<file path="src/rtl/fll_cfg_arbiter.sv">
// Round-robin arbiter sharing the FLL configuration port between several requesters,
// with timeout protection on both handshake phases and a synchronised lock status.
module fll_cfg_arbiter #(
    parameter int NB_REQ     = 2,
    parameter int ADDR_WIDTH = 2,
    parameter int DATA_WIDTH = 32,
    parameter int TIMEOUT    = 255
) (
    input  logic                           clk,
    input  logic                           rst_n,
    input  logic [NB_REQ-1:0]              req_i,
    input  logic [NB_REQ-1:0]              wrn_i,
    input  logic [NB_REQ*ADDR_WIDTH-1:0]   add_i,
    input  logic [NB_REQ*DATA_WIDTH-1:0]   wdata_i,
    output logic [NB_REQ-1:0]              ack_o,
    output logic [NB_REQ-1:0]              err_o,
    output logic [DATA_WIDTH-1:0]          rdata_o,
    output logic                           busy_o,
    output logic                           fll_req_o,
    output logic                           fll_wrn_o,
    output logic [ADDR_WIDTH-1:0]          fll_add_o,
    output logic [DATA_WIDTH-1:0]          fll_data_o,
    input  logic                           fll_ack_i,
    input  logic [DATA_WIDTH-1:0]          fll_r_data_i,
    input  logic                           fll_lock_i,
    output logic                           lock_o,
    output logic                           lock_lost_o
);

    localparam int IDX_W = (NB_REQ > 1) ? $clog2(NB_REQ) : 1;
    localparam int CNT_W = 16;
    localparam logic [CNT_W-1:0] REQ_LIMIT = CNT_W'(TIMEOUT);
    localparam logic [CNT_W-1:0] REL_LIMIT = CNT_W'(TIMEOUT - 1);

    typedef enum logic [1:0] {IDLE, REQ, ACKLOW} state_t;

    state_t            state;
    logic [IDX_W-1:0]  gnt;
    logic [IDX_W-1:0]  last;
    logic [IDX_W-1:0]  winner;
    logic [IDX_W:0]    cand;
    logic [NB_REQ-1:0] served;
    logic [NB_REQ-1:0] eligible;
    logic              any_elig;
    logic [CNT_W-1:0]  cnt;
    logic              lock_s1;
    logic              lock_d;

    assign eligible = req_i & ~served;

    // Search starts just after the last winner and wraps, so each pending requester
    // waits behind at most NB_REQ-1 others.
    always_comb begin
        any_elig = 1'b0;
        winner   = '0;
        cand     = '0;
        for (int i = 1; i <= NB_REQ; i++) begin
            cand = {1'b0, last} + (IDX_W+1)'(i);
            if (cand >= (IDX_W+1)'(NB_REQ)) begin
                cand = cand - (IDX_W+1)'(NB_REQ);
            end
            if (!any_elig && eligible[cand[IDX_W-1:0]]) begin
                any_elig = 1'b1;
                winner   = cand[IDX_W-1:0];
            end
        end
    end

    always_ff @(posedge clk) begin
        if (!rst_n) begin
            state      <= IDLE;
            fll_req_o  <= 1'b0;
            fll_wrn_o  <= 1'b1;
            fll_add_o  <= '0;
            fll_data_o <= '0;
            ack_o      <= '0;
            err_o      <= '0;
            rdata_o    <= '0;
            busy_o     <= 1'b0;
            served     <= '0;
            last       <= IDX_W'(NB_REQ - 1);
            gnt        <= '0;
            cnt        <= '0;
        end else begin
            ack_o  <= '0;
            err_o  <= '0;
            // A served requester becomes eligible again only after dropping its request.
            served <= served & req_i;
            case (state)
                IDLE: begin
                    if (any_elig) begin
                        gnt        <= winner;
                        last       <= winner;
                        fll_wrn_o  <= wrn_i[winner];
                        fll_add_o  <= add_i[winner*ADDR_WIDTH +: ADDR_WIDTH];
                        fll_data_o <= wdata_i[winner*DATA_WIDTH +: DATA_WIDTH];
                        fll_req_o  <= 1'b1;
                        busy_o     <= 1'b1;
                        cnt        <= '0;
                        state      <= REQ;
                    end
                end
                REQ: begin
                    if (fll_ack_i) begin
                        fll_req_o   <= 1'b0;
                        if (fll_wrn_o) begin
                            rdata_o <= fll_r_data_i;
                        end
                        ack_o[gnt]  <= 1'b1;
                        served[gnt] <= 1'b1;
                        cnt         <= '0;
                        state       <= ACKLOW;
                    end else if (cnt == REQ_LIMIT) begin
                        fll_req_o   <= 1'b0;
                        rdata_o     <= '0;
                        ack_o[gnt]  <= 1'b1;
                        err_o[gnt]  <= 1'b1;
                        served[gnt] <= 1'b1;
                        cnt         <= '0;
                        state       <= ACKLOW;
                    end else begin
                        cnt <= cnt + 1'b1;
                    end
                end
                ACKLOW: begin
                    // A stuck-high FLL ack must not lock the port forever.
                    if (!fll_ack_i || cnt == REL_LIMIT) begin
                        busy_o <= 1'b0;
                        state  <= IDLE;
                    end else begin
                        cnt <= cnt + 1'b1;
                    end
                end
                default: begin
                    busy_o <= 1'b0;
                    state  <= IDLE;
                end
            endcase
        end
    end

    // Lock status runs independently of the transaction FSM.
    always_ff @(posedge clk) begin
        if (!rst_n) begin
            lock_s1     <= 1'b0;
            lock_o      <= 1'b0;
            lock_d      <= 1'b0;
            lock_lost_o <= 1'b0;
        end else begin
            lock_s1     <= fll_lock_i;
            lock_o      <= lock_s1;
            lock_d      <= lock_o;
            lock_lost_o <= lock_d & ~lock_o;
        end
    end

endmodule

</file>
<file path="config.mk">
export PLATFORM = sky130hd
export DESIGN_NAME = fll_cfg_arbiter
export DESIGN_NICKNAME = d
export VERILOG_FILES = /design/src/rtl/fll_cfg_arbiter.sv
export SDC_FILE = /design/constraint.sdc
export NUM_CORES = 1
export LEC_CHECK = 0
export ABC_AREA = 1
export ABC_CLOCK_PERIOD_IN_PS = 2200
export CAP_MARGIN = 20
export CORE_ASPECT_RATIO = 2
export CORE_MARGIN = 1
export CORE_UTILIZATION = 44
export CTS_CLUSTER_SIZE = 16
export DETAILED_ROUTE_END_ITERATION = 10
export PLACE_DENSITY_LB_ADDON = 0.08
export SYNTH_ARGS = -nofsm -noshare
export SYNTH_HDL_FRONTEND = slang
export SYNTH_SLANG_ARGS = --single-unit
</file>
<file path="constraint.sdc">
create_clock -name clk -period 2.2 [get_ports clk]
set_input_delay 0.44 -clock clk [delete_from_list [all_inputs] [get_ports clk]]
set_output_delay 0.44 -clock clk [all_outputs]
set_load 0.02 [all_outputs]
</file>
Word level (Yosys, flattened, before mapping)
Index checks and enable logic that the tools add are counted.

Input port bits: 108. Flip-flop bits (word level): 99. Word-level logic and storage cells: 103. Output and inout bits: 75.

Multiplexer cells: 38. Equality and inequality tests: 9. Order comparisons: 7. Reduce and logical (&&, ||, !) cells: 17. Add/sub/neg operators: 5. Shift operators: 2. Bitwise gates (word level): 8.

Operators by type and width (number): 32-bit 2-to-1 mux (3); 16-bit 2-to-1 mux (4); 64-bit by 7-bit variable part select with 32-bit output (1); 16-bit one-hot mux with 3 select lines (1); 16-bit by 8-bit == test with 1-bit output, second input constant (2); 2-bit 2-to-1 mux (9); 1-bit 2-to-1 mux (17); 16-bit by 1-bit adder with 16-bit output, second input constant (1); 3-bit AND reduction (5); 1-bit by 2-bit less-than comparator with 1-bit output, second input constant (4); 2-bit != test, second input constant (4); 2-bit one-hot mux with 3 select lines (1); 2-bit AND (2); 2-bit greater-or-equal comparator, second input constant (2); 2-bit AND reduction (2); 2-bit nonzero test (2); 4-bit by 3-bit variable part select with 2-bit output (1); 3-bit != test, second input constant (1); 1-bit NOT (3); 1-bit one-hot mux with 3 select lines (1); 3-bit nonzero test (1); 3-bit OR reduction (1); 1-bit by 1-bit adder with 2-bit output, second input constant (1); 1-bit by 2-bit adder with 2-bit output, second input constant (1); other kinds (13) (16).

Longest topological paths before layout
Word-level depth: 11. Gate-level depth with buffers: 12. Depth with buffers taken out: 12.

Least setup slack after synthesis
No wires, ideal clock.

Path kind: flip-flop to flip-flop. From: register cnt[1]. To: register rdata_o[21]. Data required time: 2.068 ns. Buffers on the path: 1. Clock period less this slack: 1.574 ns. Path slack: 0.626 ns. Cell stages (with the launch flop): 10. Setup time: 0.132 ns. Arrival time: 1.442 ns. Cells stage by stage: dfxtp_1 ha_1 nand3_2 nor2_4 nand2_4 nand2_4 nand2_4 clkbuf_1 o21ai_0 a21oi_1.

Longest elaborated chain between the ends: 3.

Ends and longest elaborated chain: start, declared (line 45) `logic [CNT_W-1:0] cnt;`; start signal, assigned (line 122) `cnt <= cnt + 1'b1;`; start signal, assigned (line 131) `cnt <= cnt + 1'b1;`; 16-bit by 8-bit == test with 1-bit output (line 113) `end else if (cnt == REQ_LIMIT) begin`; 2-bit nonzero test (no source line); 3-bit AND reduction (no source line); end signal, assigned (line 107) `rdata_o <= fll_r_data_i;`; end, declared (line 17) `output logic [DATA_WIDTH-1:0] rdata_o,`.

No other way between the ends. A chain may end at the register's enable or synchronous reset.

Final worst setup path
From: register cnt[1]. To: register rdata_o[19].

Same word-level chain as after synthesis.

==> flow_metrics.py <==
metrics = {
    "outcome": {
        "status": "finished clean",
    },
    "floorplanning": {
        "die_area_mm2": 0.0111,
        "die_h_um": 148,
        "rows": 52,
        "die_w_um": 74.9,
        "core_mm2": 0.0102,
        "start_util": 0.457,
        "io_pins": 183,
    },
    "worst_setup_path": {
        "required_ns": 2.41,
        "arrival_ns": 2.18,
        "cp-start-kind": "flip-flop",
        "end_kind": "flip-flop",
        "cp-startpoint": "cnt[1]",
        "crit_type": "reg -> reg",
        "path_max_fanout": 22,
        "timing.rr.start": "cnt[1]",
    },
    "yosys": {
        "netlist_area_mm2": 0.00467,
        "synth_top_area_cell": "dfxtp_1",
        "synth_area_per_cell_um2": 7.07,
        "yosys_warnings": 0,
        "synthTopCellsByArea": "dfxtp_1, nand2_1, nand3_1",
        "synth_cell_types": 28,
        "synthCells": 661,
        "synth-seq-cells": 99,
        "synth_top_area_frac": 0.424,
        "synth_fp_nets": 775,
        "seq_area_frac_synth": 0.424,
    },
    "clocking": {
        "cts_max_path_buffers": 2,
        "cts-root-buf": "clkbuf_16",
        "cts_tree": "built",
        "clkLatencyLatePin_ns": 0.34,
        "ctsResizeCount": 0,
        "htreeDepth": 3,
        "cts_buffers": 9,
        "cts_sinks": 99,
        "clk_pin_slew_worst_paths_ns": 0.07,
    },
    "grt": {
        "grt_max_degree": 45,
        "grt_pass1_vias": 4824,
        "gr-total-overflow": 0,
        "grt_antenna_before_repair": 0,
        "grt_pass1_wl_um": 21700,
        "gr-usage-all-layers": 0.254,
    },
    "layout": {
        "nets": 947,
        "fillers": 925,
        "seq_area_mm2": 0.00198,
        "finish.utilization": 0.680,
        "post_route_cells_drive_above_1_share": 0.0621,
        "antenna_cells": 0,
        "multi_input_area_mm2": 0.00220,
        "area_delta_synth_final_pct": 48.7,
    },
    "sta": {
        "period_needed_ns": 1.97,
        "hold_violations": 0,
        "period_share": 0.896,
        "max_freq_mhz": 507,
        "slew_headroom": 0.683,
        "rsz0062_at_grt": "false",
        "setup_viol": 0,
        "slew_viol_final": 0,
        "finClkSkew_ns": 0.00709,
        "tightest_slew_ns": 0.475,
        "setup_tns_ns": 0,
    },
    "drt": {
        "initialDrtViolationCount": 234,
        "vias": 5021,
        "drtPass1Iterations": 4,
        "routed_via_density": 5.16,
        "wl_per_cell_um": 14.1,
        "remaining_drc_errors": 0,
        "antenna_left": 0,
        "routed_wl_um": 13700,
    },
    "placement": {
        "place_congestion": 0.961,
        "io_buffer_count": 182,
        "hpwlAfterDp_um": 10300,
    },
    "worst_hold_path": {
        "min_from": "lock_d",
        "hp-class": "reg -> reg",
    },
    "power_and_ir_drop": {
        "power.density_mw_per_mm2": 882,
        "ir_drop_mv": 0.537,
        "leakagePower_nw": 2.88,
    },
    "flow_run": {
        "drv_cap": 0,
    },
}
## logic make-up after synthesis
family                   after synthesis  share of synthesized area
AND/OR/NAND/NOR                      312                      0.296
buffers and inverters                120                      0.108
flip-flops                            99                      0.424
adder cells (fa/ha/maj)                6                     0.0161
AO/OA/AOI/OAI                        124                      0.156
## per-layer routing
metal	share of wire	up-vias	track usage
met4	0.063	0	0.153
met3	0.056	56	0.0763
met1	0.34	2290	0.250
met5	0	-	0
met2	0.54	168	0.446
li1	-	2507	-
## per-stage QoR
stage	instances	instance area, um^2	power [mW]	worst slack [ns]	hold slack [ns]
CTS	971	6910	6.14	0.128	0.432
finish	973	6950	6.13	0.228	0.427
global route	973	6950	6.49	0.0183	0.464
floorplan	661	4670	3.60	0.626	0.390
global placement	955	6640	4.61	0.200	0.400
detailed placement	955	6640	4.66	0.142	0.411
## cell type report
type | count | share of cell area
Timing Repair Buffer | 198 | 0.289
Sequential cell | 99 | 0.285
Inverter | 82 | 0.0443
Multi-Input combinational cell | 443 | 0.317
Tap cell | 135 | 0.0243
Clock buffer | 11 | 0.0349
Clock inverter | 5 | 0.00522
## sequential cells by signal, summed over array words and instances (netlist names)
name and cells:
ack_o 2, busy_o 1, cnt 16, err_o 2
fll_add_o 2, fll_data_o 32, fll_req_o 1, fll_wrn_o 1
gnt 1, last 1, lock_d 1, lock_lost_o 1
lock_o 1, lock_s1 1, rdata_o 32, served 2
state 2
## power breakdown
part	switching [mW]	internal, mW	leakage (nW)	total (mW)
Sequential	0.159	2.08	0.809	2.24
Clock	0.681	0.800	0.128	1.48
Combinational	1.34	1.07	1.95	2.41
Total	2.18	3.94	2.88	6.13
## synth_stat cells, drive strengths merged
master,count
dfxtp,99
o211ai,35
inv,80
o21bai,3
nor2,46
nor4,2
clkbuf,21
clkinv,2
nand3,94
buf,17
nand4,4
nor3,4
nand2,162
o21ai,39
ha,6
a21oi,47
## placed cells by master, fill, tap and decap left out, drive strengths merged
master,n
clkdlybuf4s50,182
nand2,162
dfxtp,99
nand3,94
inv,81
a21oi,47
nor2,47
o21ai,39
o211ai,35
buf,16
clkbuf,11
ha,6
nand4,4
nor3,4
o21bai,3
clkinvlp,3
clkinv,3
nor4,2
## repair_timing
item | 4_1_cts | 5_1_grt
setup endpoints to repair | 0 | 30
hold buffers | 0 | 0
hold endpoints to repair | 0 | 0
buffers inserted | 0 | 1
## worst max-delay path, cell delays in order (launching register included)
cell     delay [ns]
dfxtp_1        0.40
ha_1           0.25
nand3_2        0.12
nor2_4         0.22
nand2_4        0.10
nand2_4        0.09
nand2_4        0.13
buf_4          0.26
o21ai_0        0.19
a21oi_1        0.09
## path summary, 6_finish.rpt
check | endpoint | slack [ns] | cells after the start
hold / removal | lock_lost_o | 0.43 | 2
setup reg to reg | rdata_o[19] | 0.23 | 9
hold reg to reg | lock_lost_o | 0.43 | 2
setup / recovery | rdata_o[19] | 0.23 | 9
Note: power is estimated with default switching activity, not from simulation.
